--- src/rtl/if_fetch_pkg.sv ---
`default_nettype none
// ============================================================================
// Module      : if_fetch_pkg
// Description : Shared widths, stall encodings and bus structs for the
//               instruction-fetch stage.
// Revision    : 1.0 - initial release
// ============================================================================
package if_fetch_pkg;

  // Stall bus: bit 0 freezes the PC, bit 1 freezes the IF/ID boundary
  localparam int STALL_W     = 2;
  localparam int IF_TO_ID_WD = 33;
  localparam int BR_WD       = 33;

  localparam logic STOP    = 1'b1;
  localparam logic NO_STOP = 1'b0;

  localparam logic [31:0] RESET_PC_DEFAULT = 32'hBFC0_0000;

  // Branch redirect returned from ID
  typedef struct packed {
    logic        br_e;
    logic [31:0] br_addr;
  } br_bus_t;

  // Fetch descriptor handed to ID
  typedef struct packed {
    logic        ce;
    logic [31:0] pc;
  } if_to_id_t;

  // True when an address is not word aligned
  function automatic logic is_misaligned(input logic [31:0] addr);
    return |addr[1:0];
  endfunction

endpackage
`default_nettype wire

--- src/rtl/if_inst_buf.sv ---
`default_nettype none
// ============================================================================
// Module      : if_inst_buf
// Description : One-entry replay buffer between the instruction SRAM and ID.
//               Captures the SRAM word on the first stalled cycle and replays
//               it until the stall releases, so ID keeps no instruction state.
// Revision    : 1.0 - initial release
// ============================================================================
module if_inst_buf
  import if_fetch_pkg::*;
(
  input  logic        clk,
  input  logic        rst,
  input  logic        flush,
  input  logic        hold,       // IF/ID boundary is stalled
  input  logic        kill,       // force a zero instruction (address error)
  input  logic [31:0] rdata,
  output logic [31:0] inst
);

  logic [31:0] buf_d;
  logic [31:0] buf_q;
  logic        buf_valid_d;
  logic        buf_valid_q;

  // Capture on the first held cycle; drop on release or flush
  always_comb begin
    buf_d       = buf_q;
    buf_valid_d = buf_valid_q;
    if (flush || !hold) begin
      buf_valid_d = 1'b0;
    end else if (!buf_valid_q) begin
      buf_d       = rdata;
      buf_valid_d = 1'b1;
    end
  end

  // Buffer state registers
  always_ff @(posedge clk or posedge rst) begin
    if (rst) begin
      buf_q       <= 32'b0;
      buf_valid_q <= 1'b0;
    end else begin
      buf_q       <= buf_d;
      buf_valid_q <= buf_valid_d;
    end
  end

  // Replayed word takes precedence over the live SRAM output
  always_comb begin
    inst = buf_valid_q ? buf_q : rdata;
    if (kill) begin
      inst = 32'b0;
    end
  end

endmodule
`default_nettype wire

--- src/rtl/if_fetch.sv ---
`default_nettype none
// ============================================================================
// Module      : if_fetch
// Description : Instruction-fetch stage. Owns the PC, drives the instruction
//               SRAM, latches branch redirects that arrive while the PC is
//               frozen and replays the fetched word across ID stalls.
//               Optional feature macro: IF_ADDR_EXC_EN (misaligned-fetch flag).
// Revision    : 1.0 - initial release
// ============================================================================
module if_fetch
  import if_fetch_pkg::*;
#(
  parameter logic [31:0] RESET_PC = RESET_PC_DEFAULT
)(
  input  logic                   clk,
  input  logic                   rst,
  input  logic                   flush,
  input  logic [31:0]            flush_pc,
  input  logic [STALL_W-1:0]     stall,
  input  logic [BR_WD-1:0]       br_bus,
  input  logic [31:0]            inst_sram_rdata,
  output logic                   inst_sram_en,
  output logic [3:0]             inst_sram_wen,
  output logic [31:0]            inst_sram_addr,
  output logic [31:0]            inst_sram_wdata,
  output logic [IF_TO_ID_WD-1:0] if_to_id_bus,
  output logic [31:0]            if_inst,
  output logic                   if_excp_adel
);

  br_bus_t     br;
  if_to_id_t   id_view;

  logic [31:0] pc_d;
  logic [31:0] pc_q;
  logic        ce_d;
  logic        ce_q;
  logic        br_pend_d;
  logic        br_pend_q;
  logic [31:0] br_tgt_d;
  logic [31:0] br_tgt_q;
  logic        excp_d;
  logic        excp_q;
  logic        pc_stop;
  logic        pc_hold;
  logic        addr_ok;

  assign br      = br_bus_t'(br_bus);
  assign pc_stop = (stall[0] == STOP);
  // A flush moves the PC even when stall[0] is asserted
  assign pc_hold = pc_stop && !flush;

  // Next-PC priority: flush, hold, live branch, pending branch, sequential
  always_comb begin
    pc_d = pc_q + 32'd4;
    if (flush) begin
      pc_d = flush_pc;
    end else if (pc_stop) begin
      pc_d = pc_q;
    end else if (br.br_e) begin
      pc_d = br.br_addr;
    end else if (br_pend_q) begin
      pc_d = br_tgt_q;
    end
    ce_d = pc_hold ? ce_q : 1'b1;
  end

  // Remember a redirect that lands while the PC is frozen
  always_comb begin
    br_pend_d = br_pend_q;
    br_tgt_d  = br_tgt_q;
    if (flush) begin
      br_pend_d = 1'b0;
    end else if (pc_stop) begin
      if (br.br_e) begin
        br_pend_d = 1'b1;
        br_tgt_d  = br.br_addr;
      end
    end else begin
      br_pend_d = 1'b0;
    end
  end

`ifdef IF_ADDR_EXC_EN
  // Misalignment flag follows the PC register, so it tracks the word on rdata
  always_comb begin
    excp_d  = pc_hold ? excp_q : (is_misaligned(pc_d) & ce_d);
    addr_ok = !is_misaligned(pc_d);
  end
`else
  // Misaligned addresses are fetched as-is
  always_comb begin
    excp_d  = 1'b0;
    addr_ok = 1'b1;
  end
`endif

  // PC, fetch-enable and branch-pending registers
  always_ff @(posedge clk or posedge rst) begin
    if (rst) begin
      pc_q      <= RESET_PC - 32'd4;
      ce_q      <= 1'b0;
      br_pend_q <= 1'b0;
      br_tgt_q  <= 32'b0;
      excp_q    <= 1'b0;
    end else begin
      pc_q      <= pc_d;
      ce_q      <= ce_d;
      br_pend_q <= br_pend_d;
      br_tgt_q  <= br_tgt_d;
      excp_q    <= excp_d;
    end
  end

  // SRAM port: address is the next PC so the data lines up with pc_q
  always_comb begin
    inst_sram_en    = !rst && ce_d && !pc_stop && addr_ok;
    inst_sram_addr  = pc_d;
    inst_sram_wen   = 4'b0;
    inst_sram_wdata = 32'b0;
  end

  // ID descriptor is zero until the first real fetch has been issued
  always_comb begin
    id_view.ce   = ce_q;
    id_view.pc   = ce_q ? pc_q : 32'b0;
    if_to_id_bus = id_view;
    if_excp_adel = excp_q;
  end

  if_inst_buf u_inst_buf (
    .clk   (clk),
    .rst   (rst),
    .flush (flush),
    .hold  (stall[1] == STOP),
    .kill  (excp_q),
    .rdata (inst_sram_rdata),
    .inst  (if_inst)
  );

endmodule
`default_nettype wire
--- config.mk ---
export PLATFORM = sky130hd
export DESIGN_NAME = if_fetch
export DESIGN_NICKNAME = d
export VERILOG_FILES = /design/src/rtl/if_fetch_pkg.sv /design/src/rtl/if_inst_buf.sv /design/src/rtl/if_fetch.sv
export SDC_FILE = /design/constraint.sdc
export NUM_CORES = 1
export LEC_CHECK = 0
export CORE_ASPECT_RATIO = 0.5
export CORE_UTILIZATION = 42
export CTS_BUF_LIST = sky130_fd_sc_hd__clkbuf_2
export DETAILED_ROUTE_END_ITERATION = 7
export PLACE_DENSITY = 0.84
export SKIP_CTS_REPAIR_TIMING = 1
export SLEW_MARGIN = 5
export SYNTH_ARGS = -nofsm -noshare
export SYNTH_HDL_FRONTEND = slang
export SYNTH_HIERARCHICAL = 1
export SYNTH_SLANG_ARGS = --single-unit
--- constraint.sdc ---
create_clock -name clk -period 2.39 [get_ports clk]
set_input_delay 0.478 -clock clk [delete_from_list [all_inputs] [get_ports clk]]
set_output_delay 0.478 -clock clk [all_outputs]
set_load 0.01 [all_outputs]
==> impl_metrics.toml <==
[setup_path]
ff2ff_path_depth = 9
cp_slowest_stage_delay_ns = 0.66
worstPathArrival_ns = 2.89
cp_max_fo = 5
critical_path_class = "flop to output pin"
crit_chain = "nand2_2, nor4_2, buf_4, buf_4, a41o_1, a21oi_2, o31ai_2, buf_4, buf_2"
critPathBufInv = 4
worstPathRequired_ns = 1.91
crit_top_cell = "buf_4"
crit_cells = 9
worst_setup_path_start_kind = "flop"
cp-end-kind = "output pin"
critical-path-top-delay-family = "flip-flops"
regToRegEndpoint = "pc_q[13]"
slowest_stage = "dfstp_2"
reg2reg_slack_ns = 0.12
r2r-start = "pc_q[5]"

[logic_synthesis]
synth.avg_cell_area_um2 = 9.632
ys_ff_latch = 99
synth_edf_count = 0
syn_area_mm2 = 0.006251
synth_cells = 649
synth_sequential_area_ratio_pct = 40.19
ys_types = 57
synth_ff_type = "dfrtp_1"
async_reset_ff_share_pct = 100.0
yosys_warnings = 6

[clock_network]
cts_max_path_buffers = 2
ctsHtreeMaxLevel = 3
clk-insertion-delay-late_ns = 0.65
root_buffer = "clkbuf_2"
cts_tree = "yes"
clock-sinks = 99
cts_buffers = 9
clkTransAtPathRegs_ns = 0.33

[die]
die_width_um = 174.5
core-area_mm2 = 0.01451
dieArea_mm2 = 0.01540
die_y_um = 88.27
rows = 31
start_util_pct = 43.09
io_pins = 237

[finish]
diodes = 0
nFillCells = 995
final_common_cell = "buf_4"
area_growth_pct = 56.29
final_nets = 1043
drive_gt1_share_pct = 34.92
final_area_mm2 = 0.009769
final_util_pct = 67.35
layout_common_cells = "108 x buf_4, 100 x clkdlybuf4s50_1, 69 x dfrtp_1"

[run_status]
status = "finished, violations left"
failed_checks = "negative setup slack"

[placement]
dp.final_hpwl_um = 14120
gp_congestion = 0.9367
port_buffers = 199
placed_area_mm2 = 0.008932

[worst_hold_path]
hold_path.class = "input pin to async pin"

[sta]
maxSlewViolCount = 0
worst_slack_ns = -0.9754
final.setup_skew_ns = 0.06589
min_period_ns = 3.365
rsz0062_at_grt = "yes"
timing.fmax_ghz = 0.2971
setup_viol = 32
post-route-period-util_pct = 140.8
worst_slew_pin_slew_ns = 0.5326
hold_ws_ns = 0.1787
final_hold_viol_count = 0
maxSlewHeadroom_pct = 64.44

[drt]
dr.pass1.iters = 6
totalWireLength_um = 22240
wl_per_cell_um = 19.46
drtIter0Drc = 589
vias = 6536
drc = 0
vias_per_cell = 5.718
postRouteAntennaNets = 0

[power]
power_mw = 4.843
p_leak_nw = 4.907
pwr_density_cell_mw_per_mm2 = 495.7
vdd_ir_drop_max_mv = 0.2499

[global_route]
grt_use_total_pct = 24.27
grt_pass1_vias = 5948
grt_use_met3_pct = 5.241
grt_pass1_wl_um = 29480
use_met1_pct = 29.02
globalRouteMet2Util_pct = 43.14
antenna_found_initial = 0
grt_busiest_layer = "met2"
grt_start_max_net_pins = 51
gr-total-overflow = 0

[run]
max_cap_viol_count = 0
-- cell usage after synthesis, types with 3 or more instances --
cell / number / area (um2)
dfrtp_1: 71 / 1777
mux2_2: 64 / 720.7
nor2_1: 60 / 225.2
mux2i_1: 50 / 500.5
nand2_1: 49 / 183.9
a21oi_1: 48 / 240.2
buf_4: 39 / 292.8
clkbuf_1: 33 / 123.9
and2_1: 32 / 200.2
dfstp_2: 28 / 735.7
o21ai_0: 14 / 70.07
nand3_1: 13 / 65.06
nand3b_1: 12 / 90.09
nor3_1: 12 / 60.06
inv_1: 10 / 37.54
a22oi_1: 7 / 52.55
o221ai_1: 7 / 61.31
a31oi_1: 6 / 37.54
buf_2: 6 / 30.03
and4_1: 5 / 43.79
buf_6: 5 / 56.30
nor4_2: 5 / 62.56
o31ai_1: 5 / 37.54
a21o_1: 4 / 30.03
a221oi_1: 4 / 35.03
and3_1: 4 / 25.02
nor2b_1: 4 / 25.02
o22ai_1: 4 / 25.02
buf_1: 3 / 11.26
nand4_1: 3 / 18.77
nor4_1: 3 / 18.77
o21a_1: 3 / 22.52
o21ai_1: 3 / 15.01
o221ai_2: 3 / 45.04
-- how the worst max path moves through the flow --
stage	startpoint	end	slack, ns
floorplan	pc_q[2]	inst_sram_addr[20]	0.02
global placement	pc_q[2]	inst_sram_addr[28]	-0.43
detailed placement	pc_q[2]	inst_sram_addr[28]	-0.50
CTS	pc_q[2]	inst_sram_addr[28]	-1.22
global route	pc_q[16]	inst_sram_addr[26]	-1.02
finish	pc_q[5]	inst_sram_addr[13]	-0.98
-- final cells by class --
type                    instances  area, um2  share of cell area [%]
inverters                      10      37.54                  0.3842
repair buffers                325       3151                   32.25
clock buffers                  11      55.05                  0.5635
well taps                     198      247.7                   2.536
flip-flops and latches         99       2517                   25.77
multi-input cells             495       3681                   37.68
clock inverters                 5      80.08                  0.8197
-- per-stage QoR --
| step | cells | setup TNS [ns] | worst slack, ns |
|---|---|---|---|
| 6_report | 1143 | -19.83 | -0.9754 |
| 5_1_grt | 1143 | -23.23 | -1.016 |
| 4_1_cts | 1110 | -57.10 | -1.218 |
| 3_5_place_dp | 1094 | -10.79 | -0.4976 |
| 3_3_place_gp | 1094 | -9.685 | -0.4302 |
| 2_1_floorplan | 690 | 0 | 0.01951 |
-- state kept, by name, summed over array words and instances, names as in the netlist --
name and count:
ce_q 1, br_tgt_q 32, br_pend_q 1, pc_q 32, u_inst_buf/buf_valid_q 1, u_inst_buf/buf_q 32
-- power breakdown --
part           switching, mW  internal (mW)  leakage [nW]
registers              0.169           1.98          1.13
clock network          0.620          0.352        0.0798
logic                  0.804          0.919          3.70
-- per-layer routing --
layer | vias up | wire length (um)
met4 | 0 | 1096
met1 | 3137 | 8585
met2 | 463 | 10630
met5 | - | 0
met3 | 128 | 1931
li1 | 2808 | -
-- cell families (layout without fill, tap and decap cells) --
family / after synthesis / in the layout / share of synthesized area (%)
xor gates and xnor gates: 2 / 2 / 0.2803
other: 1 / 42 / 0.05999
buffers and inverters: 96 / 351 / 8.827
muxes: 116 / 116 / 19.90
and+or+nand+nor: 212 / 212 / 17.85
DFF: 99 / 99 / 40.19
adders and majority gates: 1 / 1 / 0.2001
AOI/OAI and AO/OA: 122 / 122 / 12.69
(Power assumes the default switching activity.)
